**src/rtl/game_timer.sv**
```systemverilog
// rtl/game_timer.sv - prescaled countdown timer issuing a one-cycle timeUp pulse on expiry
// Loads an 11-bit tick count on requestTime and counts TICK_DIV clk cycles per tick.
module game_timer #(
  parameter int TICK_DIV = 833333
) (
  input  logic        clk,
  input  logic        resetN,
  input  logic        requestTime,
  input  logic [10:0] slowClkRequest,
  input  logic        hold,
  input  logic        cancel,
  output logic        timeUp,
  output logic        busy,
  output logic [10:0] remaining,
  output logic        tick
);

  localparam int PW = (TICK_DIV > 1) ? $clog2(TICK_DIV) : 1;

  typedef enum logic [1:0] {IDLE, COUNT, DONE} state_t;

  state_t          state_q, state_d;
  logic [PW-1:0]   presc_q, presc_d;
  logic [10:0]     remaining_q, remaining_d;
  logic            busy_q, timeup_q;
  logic            tick_raw;

  assign tick_raw = (state_q == COUNT) && !hold && (presc_q == PW'(TICK_DIV - 1));
  // A cancel or reload in the same cycle overrides the decrement, so no tick is reported.
  assign tick     = tick_raw && !cancel && !requestTime;

  always_comb begin
    state_d     = state_q;
    presc_d     = presc_q;
    remaining_d = remaining_q;
    if (cancel) begin
      state_d     = IDLE;
      presc_d     = '0;
      remaining_d = '0;
    end else if (requestTime) begin
      presc_d     = '0;
      remaining_d = slowClkRequest;
      state_d     = (slowClkRequest != 11'd0) ? COUNT : DONE;
    end else begin
      case (state_q)
        IDLE: presc_d = '0;
        COUNT: begin
          if (!hold) begin
            if (tick_raw) begin
              presc_d = '0;
              if (remaining_q <= 11'd1) begin
                remaining_d = '0;
                state_d     = DONE;
              end else begin
                remaining_d = remaining_q - 11'd1;
              end
            end else begin
              presc_d = presc_q + PW'(1);
            end
          end
        end
        DONE: begin
          state_d = IDLE;
          presc_d = '0;
        end
        default: begin
          state_d     = IDLE;
          presc_d     = '0;
          remaining_d = '0;
        end
      endcase
    end
  end

  always_ff @(posedge clk or negedge resetN) begin
    if (!resetN) begin
      state_q     <= IDLE;
      presc_q     <= '0;
      remaining_q <= '0;
      busy_q      <= 1'b0;
      timeup_q    <= 1'b0;
    end else begin
      state_q     <= state_d;
      presc_q     <= presc_d;
      remaining_q <= remaining_d;
      busy_q      <= (state_d == COUNT);
      timeup_q    <= (state_d == DONE);
    end
  end

  assign timeUp    = timeup_q;
  assign busy      = busy_q;
  assign remaining = remaining_q;

endmodule

```
**config.mk**
```make
export PLATFORM = sky130hd
export DESIGN_NAME = game_timer
export DESIGN_NICKNAME = d
export VERILOG_FILES = /design/src/rtl/game_timer.sv
export SDC_FILE = /design/constraint.sdc
export NUM_CORES = 1
export LEC_CHECK = 0
export ABC_AREA = 1
export ABC_CLOCK_PERIOD_IN_PS = 2700
export BUFFER_PORTS_ARGS = -buffer_cell sky130_fd_sc_hd__buf_4
export CORE_ASPECT_RATIO = 0.6
export CORE_UTILIZATION = 51
export CTS_CLUSTER_SIZE = 28
export DETAILED_ROUTE_END_ITERATION = 12
export PLACE_DENSITY = 0.72
export SETUP_SLACK_MARGIN = 0.5
export SYNTH_ARGS = -nofsm -noshare
export SYNTH_HDL_FRONTEND = slang
export SYNTH_SLANG_ARGS = --single-unit
```
**constraint.sdc**
```tcl
create_clock -name clk -period 2.7 [get_ports clk]
set_clock_uncertainty 0.2 [all_clocks]
set_input_delay 0.27 -clock clk [delete_from_list [all_inputs] [get_ports clk]]
set_output_delay 0.27 -clock clk [all_outputs]
set_load 0.01 [all_outputs]
```
Word-level counts from Yosys, hierarchy flattened --
Index checks and enable logic that the tools add are counted.
Word-level totals: input port bits 16, bits in registers 35, logic and storage cells 45, output and inout bits 14
Operators by class: muxes and demuxes 18, eq/ne operators 8, add/subtract/negate cells 2, magnitude comparators 1, reduce and logical (&&, ||, !) cells 11
Operator list (count):
- $mux 20 | 5
- $mux 11 | 5
- $pmux 11 s2 | 1
- $add 20x1->20 const B | 1
- $eq 20x20->1 const B | 1
- $mux 2 | 6
- $le 11x1->1 const B | 1
- $reduce_bool 11->1 | 1
- $sub 11x1->11 const B | 1
- $ne 4x4->1 const B | 2
- $eq 2x1->1 const B | 2
- $eq 2x2->1 const B | 2
- $logic_and 1x1->1 | 4
- $pmux 2 s2 | 1
- $logic_not 1->1 | 3
- $ne 3x1->1 const B | 1
- $reduce_and 3->1 | 1
- $logic_not 2->1 | 1
- $reduce_or 2->1 | 1

Depth between registers and ports, before layout --
Gate-level depths: netlist (run 1).
depth after elaboration 9, mapped depth 12, mapped depth without buffers 12

Worst setup path before layout (run 1) --
No wires, ideal clock.
kind flip-flop to output port, start register presc_q[0], end output tick, stages on the path, launching flop included 9, arrival time 1226 ps, path buffers 0, required time 2230 ps, path slack 1004 ps, cells stage by stage dfrtp_1 -> inv_1 -> ha_1 -> inv_1 -> nor2_1 -> nand2_1 -> nor2_2 -> nand3_2 -> nor3_1
Between the ends: word-level cells in the longest chain between the ends 4
RTL lines:
- start: declaration | line 23 | logic [PW-1:0] presc_q, presc_d;
- start signal: assignment | line 84 | presc_q <= presc_d;
- $eq 20x20->1 | line 28 | assign tick_raw = (state_q == COUNT) && !hold && (presc_q == PW'(TICK_DIV - 1));
- $logic_and 1x1->1 | line 28
- $logic_and 1x1->1 (2 in a row) | line 30 | assign tick = tick_raw && !cancel && !requestTime;
- end: declaration | line 15 | output logic tick
Every way passes these cells.

Worst setup path in the final report (run 1) --
start register presc_q[1], end output tick
Same word-level chain as after synthesis.

==> results.cfg, run 1 <==
[sta]
hold_viol = 0
maxSlewViolCount = 0
max_freq_mhz = 470
slew-limit-headroom = 0.538
finalSetupTns_ns = 0
min_period_over_period = 0.789
finalSetupViolCount = 0
worst_pin_slew_ns = 0.687
min_period_ns = 2.13
rsz0062_at_grt = true

[layout]
final_area_um2 = 2700
area_growth_pct = 16.1
antenna_cells = 0
fin_nets = 395
drive_above_1_share = 0.184

[logic_synthesis]
synth_cell_type_count = 33
yosysTopAreaCell = dfrtp_1
synthCells = 339
syn_area_per_cell_um2 = 6.86
synth_seq_area_share = 0.376
syn_area_um2 = 2330
synthTopCellsByArea = dfrtp_1 (38%), nand2_1 (19%), nor2_1 (8.9%), inv_1 (5.0%), nand3_1 (4.3%)
synthAdderAreaFrac = 0.0215
ys_ff_latch = 35
yosys.cell_count.top_type = nand2_1
synth_top_family_by_area = simple AND/OR/NAND/NOR gates
synth_flop_cell = dfrtp_1
yosys.area_share.simple = 0.445
synth.area.mux_share = 0
yosysWarnings = 0
syn-num-nets = 359
synthTopCellsByCount = nand2_1 (119), nor2_1 (55), dfrtp_1 (35)
synth-xor-area-share = 0.0301
synth-async-reset-ratio = 1.00
yosys.area.top_type_share = 0.376
synth_compound_area_frac = 0.0446
synth-edff-count = 0

[hold_path]
worstHoldPathType = input pin to register

[placement]
placement.cell_area_um2 = 2580
dp.final_hpwl_mm = 4.28
place_congestion = 0.843
io_buffers = 29

[routing]
wl_mm = 5.69
met2_length_mm = 2.14
via_count = 2225
detail-route-antenna-nets = 0
dr.max_layer_used = met4
met3WireLength_um = 439
drt-met1-wl_mm = 3.06
drc_errors = 0
drt_iter0_markers = 159
wl_per_cell_um = 13.1
via_per_inst = 5.13
drt_pass1_iterations = 5

[global_routing]
grt_antenna_before_repair = 0
grt_overflow = 0
grt_pass1_wl_mm = 9.19
grt_pass1_vias = 1851
grtUsageTotal = 0.262
grt_max_degree = 36

[worst_setup_path]
criticalPathCategory = register to output port
arrival_ns = 1.66
critical_path_peak_fanout = 5
crit_path_end = tick
startpoint = presc_q[1]
rr_startpoint = presc_q[1]
reg2reg_slack_ns = 0.65
cp-end-kind = output port
worstRegToRegCells = 12
r2r_end = remaining[7]
startpoint_type = register
critPathRequiredTime_ns = 2.23

[die]
die_h_um = 54.3
core_um2 = 4230
row_count = 18
die_w_um = 89.2
io_pins = 30
die_area_um2 = 4850
start_util = 0.550

[clock_tree]
ctsLongestPathBuffers = 2
cts-buffers-inserted = 5
cts_root_buf = clkbuf_8
cts_tree = yes
cts.htree.levels = 2
clk_pin_slew_ns = 0.07
clk_latency_ns = 0.29
cts_sinks = 35

[power]
power_density_nw_per_um2 = 430
p_leak_nw = 1.39
ir_drop_v = 0.000278

[flow_run]
drv_cap = 0

[run_status]
outcome = completed
## cells by family (layout without fill, tap and decap cells)
kind of cell	after synthesis	count (layout)
AOI/OAI and AO/OA	19	19
xor gates and xnor gates	8	8
adders and majority gates	4	4
buffers and inverters	44	79
DFF	35	35
and+or+nand+nor	229	229
## layout make-up
type | instances | area (um2)
clock buffers | 6 | 72.6
fillers | 398 | 1530
inverters | 41 | 156
multi-input cells | 260 | 1280
flip-flops and latches | 35 | 876
well taps | 60 | 75.1
repair buffers | 32 | 243
## registers in the layout, summed over array words and instances (netlist names)
register,flops
timeUp,1
remaining,11
state_q,2
presc_q,20
busy,1
## critical path, stage by stage (launching register included)
cell,delay (ns)
dfrtp_1,0.40
inv_1,0.09
ha_1,0.15
inv_1,0.04
nor2_1,0.08
nand2_1,0.07
nor2_2,0.13
nand3_4,0.13
nor3_4,0.14
buf_4,0.14
## cells in the final DEF (no fill, tap or decap), types with 5 or more instances in the layout
| cell | n |
|---|---|
| buf_4 | 31 |
| nand3_1 | 20 |
| o21ai_0 | 11 |
| xor2_1 | 5 |
| clkbuf_8 | 5 |
| inv_2 | 8 |
| nor3_1 | 6 |
| dfrtp_1 | 35 |
| nor2_2 | 6 |
| nand2_1 | 119 |
| nor2_1 | 55 |
| inv_1 | 31 |
## metrics by stage
step	setup WS (ns)	utilization	std cells	hold WS, ns	power, mW
after CTS	0.511	0.630	432	0.0689	1.16
after global placement	0.800	0.611	425	0.0511	0.806
final	0.571	0.638	434	0.0851	1.16
after floorplan	1.00	-	339	-0.226	0.718
after detailed placement	0.688	0.611	425	0.0550	0.809
after global routing	0.452	0.638	434	0.0888	1.22
## what timing repair did
action,in CTS,in global routing
endpoints found under the setup margin,0,5
hold buffers,1,0
setup buffers,0,2
gates resized for setup,0,3
hold endpoints to repair,35,0
## layer usage
layer | GRT usage | up-vias
met5 | 0 | -
met1 | 0.425 | 1011
met3 | 0.0543 | 6
met4 | 0.0556 | 0
li1 | - | 1127
met2 | 0.346 | 81
## worst min path at each step
stage                                  from            to  slack, ns  cells after the start
after floorplan                      resetN          busy      -0.23                      0
after global routing                 cancel    state_q[1]       0.09                      2
after global placement               resetN   presc_q[14]       0.05                      1
after CTS                            cancel    state_q[1]       0.07                      2
final                     slowClkRequest[3]  remaining[3]       0.09                      5
after detailed placement             resetN   presc_q[14]       0.05                      1
## report_power, final
group | total (mW) | switching, mW | internal (mW)
clock | 0.357 | 0.185 | 0.172
combinational | 0.240 | 0.150 | 0.0903
sequential | 0.564 | 0.0235 | 0.541
Note: power is estimated with default switching activity, not from simulation.
==> run 2: changes to the inputs <==
Settings changed: ABC_AREA 1 to 0, ABC_CLOCK_PERIOD_IN_PS 2700 to 2250.
Clock period 2.7 ns to 2.25 ns, I/O delays scaled along.
==> run 2 against run 1 <==
Power rose by 41%. Via count is 20% higher. Hold slack got worse by 0.059 ns. Highest routed layer unchanged. Sequential share of layout area down 7.0 points. Critical endpoint is now presc_q[2]. Combinational power rose by 100%. Sequential cell count unchanged. Final cell count fell by 12%. Wire length rose by 70%. First-iteration DRC count increased to 3.3 times the previous value.
==> results.cfg, run 2 <==
[logic_synthesis]
ys_ff_latch = 35
synthCells = 235
yosys.cell_count.top_type = dfrtp_1
synthTopCellsByArea = dfrtp_1 (41%), xor2_1 (4.9%), nor2_1 (4.6%), nand2_1 (3.7%), nand4_1 (2.9%)
yosys.area.top_type_share = 0.409
yosysWarnings = 0
yosysTopAreaCell = dfrtp_1
synth_seq_area_share = 0.409
synth_flop_cell = dfrtp_1
synth-edff-count = 0
syn_area_um2 = 2140
synthTopCellsByCount = dfrtp_1 (35), nor2_1 (26), nand2_1 (21)
syn_area_per_cell_um2 = 9.12
syn-num-nets = 255
synth-async-reset-ratio = 1.00
synth_cell_type_count = 51

[die]
core_um2 = 3850
start_util = 0.556
row_count = 17
io_pins = 30
die_h_um = 52.2
die_area_um2 = 4470
die_w_um = 85.7

[sta]
finalSetupTns_ns = 0
rsz0062_at_grt = true
min_period_ns = 2.19
finalSetupViolCount = 0
maxSlewViolCount = 0
fin_hold_ws_ns = 0.0261
hold_viol = 0
worst_pin_slew_ns = 0.437
slew-limit-headroom = 0.706
fin_ws_ns = 0.0586
max_freq_mhz = 456
min_period_over_period = 0.974

[layout]
largest_register_ff_count = 20
regMostFlops = presc_q
final_area_um2 = 3480
multiInputGateArea_um2 = 1630
antenna_cells = 0
mostFrequentLayoutCells = buf_4 (76), dfrtp_1 (26), nor2_1 (20)
drive_above_1_share = 0.582
layoutNonFillerInstCount = 382
seq_area_um2 = 887
fin_nets = 345
fill_cells = 138
area_growth_pct = 62.6
final_common_cell = buf_4

[power]
power_density_nw_per_um2 = 469
p_leak_nw = 1.49
ir_drop_v = 0.000312

[routing]
wl_per_cell_um = 25.3
drc_errors = 0
drt_pass1_iterations = 6
wl_mm = 9.68
drt_iter0_markers = 525
detail-route-antenna-nets = 0
via_count = 2674
via_per_inst = 7.00

[global_routing]
busiest_layer = met1
grt_use_met2 = 0.464
grt_pass1_vias = 2104
grtUsageTotal = 0.335
grt_max_degree = 36
grt_pass1_wl_mm = 11.1
grt_antenna_before_repair = 0
grt_overflow = 0
grt_use_met3 = 0.112
gr-usage-met1 = 0.509

[clock_tree]
clk_latency_ns = 0.30
ctsLongestPathBuffers = 2
cts_tree = yes
cts_sinks = 35
cts_root_buf = clkbuf_8
cts.htree.levels = 2
cts-buffers-inserted = 5
clk_pin_slew_ns = 0.07

[placement]
io_buffers = 29
dp.final_hpwl_mm = 4.32
placement.cell_area_um2 = 2510
place_congestion = 0.997
dp_cells = 324
dp_worst_setup_slack_ns = 0.121

[worst_setup_path]
cp-end-kind = register
startpoint_type = register
arrival_ns = 2.17
critical_path_peak_fanout = 4
critPathRequiredTime_ns = 2.23
criticalPathCategory = register to register
startpoint = state_q[1]
rr_startpoint = state_q[1]

[hold_path]
worstHoldPathType = input pin to register
hold_start = slowClkRequest[6]

[run_status]
outcome = completed

[flow_run]
drv_cap = 0
-- run 2: cell count changes in the layout (fill, tap and decap cells not counted), moves of 11 or more --
cell,previous run,this run
o21ai_0,11,0
buf_6,0,13
buf_4,31,76
inv_1,31,6
nor2_1,55,20
nand3_1,20,6
nand2_1,119,14
-- run 2: per-stage QoR --
| stage | util | power [mW] |
|---|---|---|
| after global routing | 0.905 | 1.68 |
| final | 0.905 | 1.63 |
| after floorplan | - | 0.840 |
| after CTS | 0.793 | 1.51 |
| after detailed placement | 0.653 | 0.954 |
| after global placement | 0.653 | 0.953 |
-- run 2: worst paths after layout --
kind / end / depth (start not counted) / slack (ns)
worst min register to register: presc_q[13] / 2 / 0.39
max in group asynchronous: remaining[4] / 2 / 1.29
worst max-delay path: presc_q[2] / 7 / 0.06
min in group asynchronous: presc_q[8] / 2 / 0.21
worst min-delay path: remaining[6] / 3 / 0.03
worst max register to register: presc_q[2] / 7 / 0.06
-- run 2: repair_timing --
action                                  in CTS  in global routing
hold buffers                                 2                  0
setup buffers                               26                 21
pin swaps                                   20                 36
gates resized for setup                     67                 59
gates cloned                                 1                  1
endpoints found under the setup margin      35                 36
endpoints found under the hold margin       39                  0
-- run 2: area by class of cell --
class,instances,share of cell area
Multi-Input combinational cell,180,0.468
Sequential cell,35,0.255
Timing Repair Buffer,93,0.220
Clock buffer,6,0.0237
Tap cell,57,0.0205
Inverter,10,0.0115
Clock inverter,1,0.00144
-- run 2: kinds of logic (layout without fill, tap and decap cells) --
logic type | after synthesis | after routing | synth area share
buffers and inverters | 21 | 110 | 0.0450
AO/OA/AOI/OAI | 51 | 51 | 0.175
flip-flops | 35 | 35 | 0.409
AND/OR/NAND/NOR | 108 | 109 | 0.280
adder cells (fa/ha/maj) | 4 | 4 | 0.0234
multiplexers | 2 | 2 | 0.00993
XOR/XNOR | 14 | 14 | 0.0572
-- run 2: report_power, final --
group          internal (mW)  switching, mW  total, mW
clock network          0.240          0.232      0.472
registers              0.649         0.0294      0.678
logic                  0.223          0.259      0.482
total                   1.11          0.521       1.63
-- run 2: layer usage --
metal | up-vias | share of wire
met5 | - | 0
met4 | 0 | 0.063
met3 | 89 | 0.16
met2 | 294 | 0.40
met1 | 1235 | 0.37
li1 | 1056 | -
-- run 2: worst max-delay path, cell delays in order (launching register included) --
cell and delay [ns]:
dfrtp_1 0.41, or4b_4 0.56, buf_6 0.17, buf_6 0.11, o21ai_4 0.19, buf_6 0.12
xor2_1 0.21, nor2_1 0.10
==> run 3: changes to the inputs <==
Settings changed: ABC_CLOCK_PERIOD_IN_PS 2250 to 2700, CTS_CLUSTER_SIZE 28 to not set.
Clock period 2.25 ns to 2.7 ns, I/O delays scaled along.
==> run 3 against run 2 <==
Non-clock buffer count down 49. Fmax down 2.0%. Global-route usage down 5.6 points. Hold slack worse by 0.0038 ns. Die area unchanged. Via count down 22%. Wire length down 39%. Clock-buffer cell count unchanged. Clock power up 3%. Worst setup slack better by 0.41 ns. Combinational power down 54%. Final cell count down 13%.
==> results.cfg, run 3 (synthesized netlist as in run 2, its figures left out) <==
[run_status]
outcome = completed

[clock_tree]
clk_pin_slew_ns = 0.07
cts_root_buf = clkbuf_8
ctsLongestPathBuffers = 2
cts.htree.levels = 2
clk_latency_ns = 0.29
cts-buffers-inserted = 5
cts_sinks = 35
cts_tree = yes

[die]
io_pins = 30
start_util = 0.556
row_count = 17
die_w_um = 85.7
die_area_um2 = 4470
core_um2 = 3850
die_h_um = 52.2

[worst_setup_path]
arrival_ns = 2.25
startpoint = state_q[1]
criticalPathCategory = register to register
startpoint_type = register
critPathRequiredTime_ns = 2.71
cp-end-kind = register
worstRegToRegCells = 5
slowest_stage = or4b_4
rr_startpoint = state_q[1]
critical_path_peak_fanout = 9
crit_path_end = presc_q[14]
path_cells = or4b_4 -> buf_4 -> a21o_4 -> or4_4 -> o211ai_2
reg2reg_slack_ns = 0.46
critPathMaxStageDelay_ns = 0.58
r2r_end = presc_q[14]

[layout]
fill_cells = 318
fin_nets = 295
seq_area_um2 = 878
multiInputGateArea_um2 = 1250
largest_register_ff_count = 20
layoutNonFillerInstCount = 333
final_common_cell = buf_4
drive_above_1_share = 0.268
mostFrequentLayoutCells = buf_4 (43), dfrtp_1 (33), nor2_1 (26)
area_growth_pct = 25.7
antenna_cells = 0
regMostFlops = presc_q

[flow_run]
drv_cap = 0

[routing]
wl_per_cell_um = 17.8
via_per_inst = 6.26
drt_pass1_iterations = 5
drc_errors = 0
via_count = 2084
drt_iter0_markers = 268
detail-route-antenna-nets = 0
wl_mm = 5.92

[sta]
fin_ws_ns = 0.464
rsz0062_at_grt = true
min_period_ns = 2.24
hold_viol = 0
finalSetupTns_ns = 0
slew-limit-headroom = 0.487
maxSlewViolCount = 0
finalSetupViolCount = 0
max_freq_mhz = 447
min_period_over_period = 0.828
worst_pin_slew_ns = 0.763

[global_routing]
grt_pass1_wl_mm = 9.14
grt_pass1_vias = 1704
grt_max_degree = 36
grt_antenna_before_repair = 0
grtUsageTotal = 0.279
grt_overflow = 0

[power]
power_density_nw_per_um2 = 474
power_mw = 1.28
ir_drop_v = 0.000336
p_leak_nw = 1.13

[placement]
place_congestion = 0.933
dp_cells = 314
dp_worst_setup_slack_ns = 0.355
io_buffers = 29
dp.final_hpwl_mm = 4.18

[hold_path]
worstHoldPathType = input pin to register
==> run 3: cell types whose count changed in the layout (fill, tap and decap cells not counted), sizes merged <==
cell,change
nand2b,-1
bufinv,+1
buf,-48
dlygate4sd3,-1
==> run 3: power by group <==
part           switching, mW  total, mW  internal (mW)
combinational          0.122      0.222         0.0999
clock                  0.190      0.488          0.299
sequential            0.0280      0.568          0.540
total                  0.339       1.28          0.938
==> run 3: stage by stage <==
step | instance area (um2) | hold WS, ns | utilization
6_report | 2690 | 0.0223 | 0.699
5_1_grt | 2690 | 0.0222 | 0.699
4_1_cts | 2570 | 0.00853 | 0.668
3_5_place_dp | 2400 | 0.0479 | 0.624
3_3_place_gp | 2400 | 0.0453 | 0.624
2_1_floorplan | 2140 | -0.226 | -
==> run 3: how the worst min path moves through the flow <==
stage / startpoint / endpoint / slack, ns / cells after the start
final: cancel / state_q[1] / 0.02 / 2
after global routing: cancel / state_q[1] / 0.02 / 2
after CTS: cancel / timeUp / 0.009 / 2
after detailed placement: resetN / presc_q[6] / 0.05 / 1
after global placement: resetN / presc_q[3] / 0.05 / 1
after floorplan: resetN / busy / -0.23 / 0
==> run 3: cell type report <==
class / instances / area share
multi-input combinational: 179 / 0.466
sequential: 35 / 0.326
timing repair buffer: 44 / 0.124
clock buffer: 6 / 0.0307
tap: 57 / 0.0265
inverter: 10 / 0.0139
clock inverter: 2 / 0.0130
==> run 3: what timing repair did <==
action,CTS,global route
pin swaps,1,4
gates cloned,0,0
gates resized for setup,4,13
setup buffers,2,8
endpoints found under the setup margin,11,15
hold buffers,1,0
hold endpoints to repair,35,0
==> run 3: per-layer routing <==
metal  global-route usage  vias up  part of all wire
li1                     -      958                 -
met5                    0        -                 0
met1                0.481      988              0.52
met4               0.0722        0            0.0076
met2                0.319      131              0.37
met3               0.0693        7              0.10
==> run 3: critical path: cells and delay by family, from the launching register on <==
kind                   cells  cell delay, ns
AND/OR/NAND/NOR            2            1.07
buffers and inverters      1            0.18
flip-flops                 1            0.44
AO/OA/AOI/OAI              2            0.29
